===== config.mk =====
export PLATFORM = sky130hd
export DESIGN_NAME = dma_write_engine
export DESIGN_NICKNAME = d
export VERILOG_FILES = /design/src/rtl/dma_write_engine.sv
export SDC_FILE = /design/constraint.sdc
export NUM_CORES = 2
export LEC_CHECK = 0
export CORE_ASPECT_RATIO = 0.9
export CORE_MARGIN = 2
export CORE_UTILIZATION = 39
export DETAILED_ROUTE_END_ITERATION = 7
export PLACE_DENSITY_LB_ADDON = 0.25
export RECOVER_POWER = 25
export SYNTH_ARGS = -nofsm -noshare
export SYNTH_HDL_FRONTEND = slang
export SYNTH_SLANG_ARGS = --single-unit

===== constraint.sdc =====
create_clock -name clk_i -period 2.85 [get_ports clk_i]
set_clock_uncertainty 0.1 [all_clocks]
set_input_delay 0.4275 -clock clk_i [delete_from_list [all_inputs] [get_ports clk_i]]
set_output_delay 0.4275 -clock clk_i [all_outputs]
set_load 0.01 [all_outputs]

===== src/rtl/dma_write_engine.sv =====
`default_nettype none
// +----------------------------------------------------------------------------+
// | Module      : dma_write_engine                                             |
// | Description : AXI4 write-master DMA. Takes NUM_LANES*LANE_WIDTH-bit beats  |
// |               from the accelerator and writes them out as DATA_WIDTH-bit   |
// |               INCR bursts. Completion/error is reported on the cfg port.   |
// |               Optional macro DMA_WR_4K_BOUNDARY_EN: when defined, bursts   |
// |               are clipped so that none crosses a 4 KiB address boundary.   |
// | Revision    : 1.0 - initial release                                        |
// +----------------------------------------------------------------------------+
module dma_write_engine #(
  parameter int DATA_WIDTH    = 32,
  parameter int ADDR_WIDTH    = 32,
  parameter int NUM_LANES     = 16,
  parameter int LANE_WIDTH    = 32,
  parameter int MAX_BURST_LEN = 16
) (
  input  logic                            clk_i,
  input  logic                            rst_ni,
  // config / control
  input  logic                            cfg_valid_i,
  input  logic                            cfg_start_i,
  input  logic [ADDR_WIDTH-1:0]           cfg_dst_addr_i,
  input  logic [ADDR_WIDTH-1:0]           cfg_size_i,
  output logic                            cfg_ready_o,
  output logic                            cfg_done_o,
  output logic                            cfg_error_o,
  // accelerator data
  input  logic                            data_valid_i,
  input  logic [NUM_LANES*LANE_WIDTH-1:0] data_i,
  output logic                            data_ready_o,
  // AXI write address
  output logic                            axi_awvalid_o,
  input  logic                            axi_awready_i,
  output logic [ADDR_WIDTH-1:0]           axi_awaddr_o,
  output logic [7:0]                      axi_awlen_o,
  output logic [2:0]                      axi_awsize_o,
  output logic [1:0]                      axi_awburst_o,
  // AXI write data
  output logic                            axi_wvalid_o,
  input  logic                            axi_wready_i,
  output logic [DATA_WIDTH-1:0]           axi_wdata_o,
  output logic [DATA_WIDTH/8-1:0]         axi_wstrb_o,
  output logic                            axi_wlast_o,
  // AXI write response
  input  logic                            axi_bvalid_i,
  output logic                            axi_bready_o,
  input  logic [1:0]                      axi_bresp_i,
  // status
  output logic                            busy_o
);

  localparam int BUF_W   = NUM_LANES * LANE_WIDTH;
  localparam int WPB     = BUF_W / DATA_WIDTH;
  localparam int BPW     = DATA_WIDTH / 8;
  localparam int BPW_LOG = $clog2(BPW);
  localparam int PTR_W   = (WPB > 1) ? $clog2(WPB) : 1;

  localparam logic [ADDR_WIDTH-1:0] C_WPB       = ADDR_WIDTH'(WPB);
  localparam logic [ADDR_WIDTH-1:0] C_MAX_BURST = ADDR_WIDTH'(MAX_BURST_LEN);
  localparam logic [ADDR_WIDTH-1:0] C_ONE       = ADDR_WIDTH'(1);
  localparam logic [PTR_W-1:0]      C_LAST_PTR  = PTR_W'(WPB - 1);

  typedef enum logic [2:0] {
    S_IDLE       = 3'd0,
    S_WRITE_ADDR = 3'd1,
    S_WRITE_DATA = 3'd2,
    S_WRITE_RESP = 3'd3,
    S_DONE       = 3'd4,
    S_ERROR      = 3'd5
  } state_e;

  state_e                  state_q, state_d;
  logic [ADDR_WIDTH-1:0]   addr_q, addr_d;
  logic [ADDR_WIDTH-1:0]   words_rem_q, words_rem_d;     // words still to be written
  logic [ADDR_WIDTH-1:0]   words_fetch_q, words_fetch_d; // words still to be pulled in
  logic [7:0]              awlen_q, awlen_d;
  logic [7:0]              beat_cnt_q, beat_cnt_d;
  logic [BUF_W-1:0]        buf_q, buf_d;
  logic                    buf_valid_q, buf_valid_d;
  logic [PTR_W-1:0]        ptr_q, ptr_d;
  logic                    data_ready_q, data_ready_d;

  logic [ADDR_WIDTH-1:0]   w_cfg_words;
  logic                    w_cfg_bad;
  logic [ADDR_WIDTH-1:0]   w_next_addr;
  logic [ADDR_WIDTH-1:0]   w_nb_words;
  logic [ADDR_WIDTH-1:0]   w_burst;
  logic                    w_wvalid;
  logic                    w_w_hs;
  logic                    w_fill;
  logic                    w_in_xfer_d;
  logic                    w_unused;
`ifdef DMA_WR_4K_BOUNDARY_EN
  logic [11:0]             w_nb_addr_lo;
  logic [ADDR_WIDTH-1:0]   w_4k_room;
`endif

  // Only bresp[1] distinguishes failure; bresp[0] (EXOKAY vs OKAY, SLVERR vs DECERR) is irrelevant here
  assign w_unused    = axi_bresp_i[0];

  assign w_cfg_words = cfg_size_i >> BPW_LOG;
  assign w_cfg_bad   = (cfg_size_i == '0) || (cfg_size_i[BPW_LOG-1:0] != '0);
  assign w_next_addr = addr_q + ((ADDR_WIDTH'(awlen_q) + C_ONE) << BPW_LOG);
  assign w_wvalid    = (state_q == S_WRITE_DATA) && buf_valid_q;
  assign w_w_hs      = w_wvalid && axi_wready_i;
  assign w_fill      = data_ready_q && data_valid_i;

  // Length (in words) of the burst about to be issued, from where it will start
  always_comb begin
    w_nb_words = (state_q == S_IDLE) ? w_cfg_words : words_rem_q;
    w_burst    = (w_nb_words < C_MAX_BURST) ? w_nb_words : C_MAX_BURST;
`ifdef DMA_WR_4K_BOUNDARY_EN
    w_nb_addr_lo = (state_q == S_IDLE) ? cfg_dst_addr_i[11:0] : w_next_addr[11:0];
    w_4k_room    = (ADDR_WIDTH'(4096) - ADDR_WIDTH'(w_nb_addr_lo)) >> BPW_LOG;
    if (w_4k_room < w_burst) begin
      w_burst = w_4k_room;
    end
`endif
  end

  // Next-state logic for the control FSM, counters and the wide buffer
  always_comb begin
    state_d       = state_q;
    addr_d        = addr_q;
    words_rem_d   = words_rem_q;
    words_fetch_d = words_fetch_q;
    awlen_d       = awlen_q;
    beat_cnt_d    = beat_cnt_q;
    buf_d         = buf_q;
    buf_valid_d   = buf_valid_q;
    ptr_d         = ptr_q;

    case (state_q)
      S_IDLE: begin
        if (cfg_valid_i && cfg_start_i) begin
          addr_d        = cfg_dst_addr_i;
          words_rem_d   = w_cfg_words;
          words_fetch_d = w_cfg_words;
          if (w_cfg_bad) begin
            state_d = S_ERROR;
          end else begin
            awlen_d = 8'(w_burst - C_ONE);
            state_d = S_WRITE_ADDR;
          end
        end
      end
      S_WRITE_ADDR: begin
        if (axi_awready_i) begin
          beat_cnt_d = awlen_q;
          state_d    = S_WRITE_DATA;
        end
      end
      S_WRITE_DATA: begin
        if (w_w_hs) begin
          words_rem_d = words_rem_q - C_ONE;
          if (beat_cnt_q == 8'd0) begin
            state_d = S_WRITE_RESP;
          end else begin
            beat_cnt_d = beat_cnt_q - 8'd1;
          end
        end
      end
      S_WRITE_RESP: begin
        if (axi_bvalid_i) begin
          if (axi_bresp_i[1]) begin
            state_d = S_ERROR;
          end else if (words_rem_q == '0) begin
            state_d = S_DONE;
          end else begin
            addr_d  = w_next_addr;
            awlen_d = 8'(w_burst - C_ONE);
            state_d = S_WRITE_ADDR;
          end
        end
      end
      S_DONE, S_ERROR: begin
        if (!cfg_valid_i) begin
          state_d = S_IDLE;
        end
      end
      default: state_d = S_IDLE;
    endcase

    // A fill and a last-slice drain never coincide: data_ready is only raised
    // the cycle after the buffer has emptied.
    if (w_fill) begin
      buf_d         = data_i;
      buf_valid_d   = 1'b1;
      ptr_d         = '0;
      words_fetch_d = (words_fetch_q > C_WPB) ? (words_fetch_q - C_WPB) : '0;
    end else if (w_w_hs) begin
      if (ptr_q == C_LAST_PTR) begin
        buf_valid_d = 1'b0;
        ptr_d       = '0;
      end else begin
        ptr_d = ptr_q + PTR_W'(1);
      end
    end

    // Unused tail slices of the final beat are dropped on completion
    if ((state_d == S_DONE || state_d == S_ERROR) && state_d != state_q) begin
      buf_valid_d = 1'b0;
      ptr_d       = '0;
    end
  end

  assign w_in_xfer_d = (state_d == S_WRITE_ADDR) || (state_d == S_WRITE_DATA) ||
                       (state_d == S_WRITE_RESP);
  assign data_ready_d = w_in_xfer_d && !buf_valid_d && (words_fetch_d != '0);

  // State and datapath registers with synchronous active-low reset
  always_ff @(posedge clk_i) begin
    if (!rst_ni) begin
      state_q       <= S_IDLE;
      addr_q        <= '0;
      words_rem_q   <= '0;
      words_fetch_q <= '0;
      awlen_q       <= '0;
      beat_cnt_q    <= '0;
      buf_q         <= '0;
      buf_valid_q   <= 1'b0;
      ptr_q         <= '0;
      data_ready_q  <= 1'b0;
    end else begin
      state_q       <= state_d;
      addr_q        <= addr_d;
      words_rem_q   <= words_rem_d;
      words_fetch_q <= words_fetch_d;
      awlen_q       <= awlen_d;
      beat_cnt_q    <= beat_cnt_d;
      buf_q         <= buf_d;
      buf_valid_q   <= buf_valid_d;
      ptr_q         <= ptr_d;
      data_ready_q  <= data_ready_d;
    end
  end

  assign cfg_ready_o   = (state_q == S_IDLE);
  assign cfg_done_o    = (state_q == S_DONE);
  assign cfg_error_o   = (state_q == S_ERROR);
  assign busy_o        = (state_q != S_IDLE);
  assign data_ready_o  = data_ready_q;

  assign axi_awvalid_o = (state_q == S_WRITE_ADDR);
  assign axi_awaddr_o  = addr_q;
  assign axi_awlen_o   = awlen_q;
  assign axi_awsize_o  = 3'(BPW_LOG);
  assign axi_awburst_o = 2'b01;

  assign axi_wvalid_o  = w_wvalid;
  assign axi_wdata_o   = buf_q[int'(ptr_q)*DATA_WIDTH +: DATA_WIDTH];
  assign axi_wstrb_o   = w_wvalid ? '1 : '0;
  assign axi_wlast_o   = w_wvalid && (beat_cnt_q == 8'd0);

  assign axi_bready_o  = (state_q == S_WRITE_RESP);

endmodule
`default_nettype wire


==> key figures <==
Timing
  – FMAX: ~310 MHz
  – Number of hold-slack violations in the final timing report: 0
  – # setup viols final: 214
  – Unrepaired setup endpoints after global routing: true
  – Period minus WS final: 3230 ps
  – Relative slew slack: -28.1%
  – Final hold slack: approximately 250 ps
  – Post-route setup slack: -382 ps
  – Worst-Margin Slew: ~1900 ps
  – Ratio of final minimum period to clock period: 113%
  – Number of slew-limit violations in the final report: 327

Die
  – Standard-cell rows: 94
  – Boundary pin count: 676
  – Horizontal die dimension: 290 um
  – Area of the placeable core: 73,000 um2
  – Die H: 262 um
  – Starting Density: 39.4%
  – Die ar.: 76,000 um2

Routing
  – Drt pass-1 iters: 5
  – Via-per-instance ratio: 5.44
  – Detail-routed net length per standard cell: approximately 22 um
  – Antenna viol nets, final: 0
  – Total wire length: 118,000 um
  – Total vias in the final route: 28,929
  – Drt first-iter violations: 2,801
  – DRC violations left: 0

Min path
  – Endpoint with the worst hold slack: buf_q[396]
  – Number of instances on the worst hold path: 3
  – Hold Crit Class: primary input to register
  – Startpoint of the lowest-slack hold path: data_i[396]

Synth
  – Most used flip-flop cell after synthesis: sky130_fd_sc_hd__dfxtp_1
  – Cells taking the most area after synthesis: sky130_fd_sc_hd__dfxtp_1 44%, sky130_fd_sc_hd__nand2_1 15%, sky130_fd_sc_hd__mux4_2 13%
  – Synth top area share: 44.0%
  – Yosys cell types: 73
  – Share of synthesized area occupied by flip-flops and latches: 44.0%
  – Top cell types by occurrence after synthesis: 1,148 x sky130_fd_sc_hd__nand2_1, 633 x sky130_fd_sc_hd__dfxtp_1, 614 x sky130_fd_sc_hd__a21oi_1
  – Number of flops mapped to enable cells by yosys: 0
  – Syn avg cell area: slightly above 8 um2
  – Number of register bits inferred by synthesis: 633
  – Count of synthesis-stage warnings from yosys: 0
  – Instance count of the mapped netlist: 3,482
  – Cell with the most instances after synthesis: sky130_fd_sc_hd__nand2_1
  – Area of the mapped netlist: between 20,000 and 30,000 um2
  – Ys async rst share: 0%
  – Synth area leader: sky130_fd_sc_hd__dfxtp_1

Clock network
  – Clock net sink count: 633
  – Root Driver: sky130_fd_sc_hd__clkbuf_16
  – Number of buffers inserted during clock tree synthesis: just over 70
  – Clock-pin transition on the worst setup and hold timing paths: 60 ps
  – TritonCTS clock tree: yes
  – CTS Hold Bufs: 0
  – Clock tree buffer depth: 3
  – Insertion delay of the later-clocked pin in the worst-skew pair: roughly 620 ps
  – Deepest level of the CTS H-tree: 3

Placed design
  – Cell count after placement: 5,086
  – Port Buf Inserts: about 670
  – HPWL after DPL: 85,000 um
  – RD Place Congestion: between 0.9 and 1

Run
  – Number of max-capacitance violations reported: 2

Worst setup path
  – Data arrival time of the critical path: roughly 2700 ps
  – Reg2Reg Launch Point: data_ready_o
  – Kind of end point of the critical path: output port
  – Kind of critical path: register to output port
  – Crit path launch type: register
  – FF-to-FF End: buf_q[261]
  – Largest fanout on the critical path: 8
  – Worst Path Required: 2320 ps
  – Register-to-Register Setup Slack: -280 ps
  – Worst R2R Path Depth: 5

Final layout
  – Post-route non-filler standard cell count: 5,318
  – Layout cells sized above 1: 16.6%
  – Relative area change from synthesis to final layout: 44.2%
  – Count of nets after finishing: approximately 4,900
  – Fillers: 6,585

GRT
  – Initial antenna violation count: 45
  – Global Route Usage Sum: 29.4%
  – Global-route wire length before repair: 170,000 um
  – Maximum number of pins on one net before global-route repair: 172
  – Via count of the first global-routing pass: 27,274
  – Sum of overflow across all layers after global routing: 0

Pwr
  – Peak supply drop: about 0.42 mV
  – Pwr per Cell Area: about 540 nW/um2
  – Leak: ~15 nW

Status
  – Result of the run: finished with violations
  – Failing checks: capacitance limit, slew limit, setup timing
[per-layer routing]
metal  routed length [um]  vias up  global-route usage [%]
li1                     -    13693                       -
met1                49900    13863                    39.8
met2                53000     1146                    45.2
met3                 9760      215                    6.72
met4                 4930       12                    13.1
met5                   69        -                       0
[worst max-delay path, cell delays in order, from the launching register on]
cell and delay (ps):
sky130_fd_sc_hd__dfxtp_4 380, sky130_fd_sc_hd__buf_12 150, sky130_fd_sc_hd__buf_12 130, sky130_fd_sc_hd__buf_16 150
sky130_fd_sc_hd__mux4_2 630, sky130_fd_sc_hd__mux4_2 510, sky130_fd_sc_hd__buf_6 140
[flip-flops by register name, indices dropped and copies added (netlist names)]
name / count
words_fetch_q: 32
words_rem_q: 32
buf_q: 512
data_ready_o: 1
axi_awaddr_o: 32
beat_cnt_q: 8
state_q: 3
buf_valid_q: 1
axi_awlen_o: 8
ptr_q: 4
[logic make-up (layout without fill, tap and decap cells)]
group	count (synthesis)	in the layout	share of synthesized area, %
other cells	2	42	0.0261
flops	633	633	44.0
fa+ha+maj	17	17	0.765
buf+inv	304	1139	4.12
mux	168	168	12.8
compound gates	820	820	15.7
xor+xnor	26	26	0.791
simple gates	1512	1513	21.7
[cell type report]
class	instances	area, um2	area share [%]
diodes	37	92.6	0.223
clock inverters	26	314	0.756
well taps	960	1200	2.89
inverters	20	82.6	0.199
clock buffers	97	1990	4.80
repair buffers	996	9870	23.8
flip-flops and latches	633	12700	30.6
multi-input cells	2549	15300	36.8
[placed cells by master (no fill, tap or decap), drive strengths merged, types with 25 or more instances in the layout]
cell type      instances
nand2               1148
clkdlybuf4s50        635
dfxtp                633
a21oi                614
buf                  351
mux4                 160
nor2                 136
clkbuf               104
o21ai                 60
nor3                  51
diode                 37
nor4                  35
nand3                 28
inv                   25
[what timing repair did]
action                                  in CTS  in global routing
endpoints found under the setup margin      60                 73
setup buffers                               47                 20
resized for setup                          214                 74
pin swaps                                   11                 22
hold endpoints to repair                     0                  0
cloned                                      10                  2
[per-stage QoR]
step | TNS [ps] | worst slack [ps] | instance area, um2 | utilization, % | total power [mW]
6_report | -37860 | -382 | 41500 | 56.9 | 22.6
3_3_place_gp | -3680 | -300 | 37900 | 51.9 | 13.3
4_1_cts | -11320 | -417 | 41100 | 56.3 | 22.6
3_5_place_dp | -4090 | -328 | 37900 | 51.9 | 13.3
2_1_floorplan | -213 | -86.5 | 28800 | - | 11.2
5_1_grt | -65350 | -448 | 41500 | 56.8 | 23.4
[power breakdown]
part | internal [mW] | switching [mW]
combinational | 1.95 | 1.93
sequential | 9.22 | 0.238
clock | 5.32 | 3.93
total | 16.5 | 6.11
[worst max path at each step]
stage | end | slack (ps) | from | cells after the start
2_1_floorplan | words_rem_q[29] | -90 | words_rem_q[12] | 9
3_3_place_gp | data_ready_o | -300 | words_fetch_q[14] | 11
3_5_place_dp | data_ready_o | -330 | words_fetch_q[12] | 11
4_1_cts | axi_wdata_o[31] | -420 | ptr_q[0] | 7
5_1_grt | axi_wdata_o[31] | -450 | ptr_q[0] | 7
6_report | axi_wdata_o[21] | -380 | ptr_q[0] | 6
Note: power is estimated with default switching activity, not from simulation.
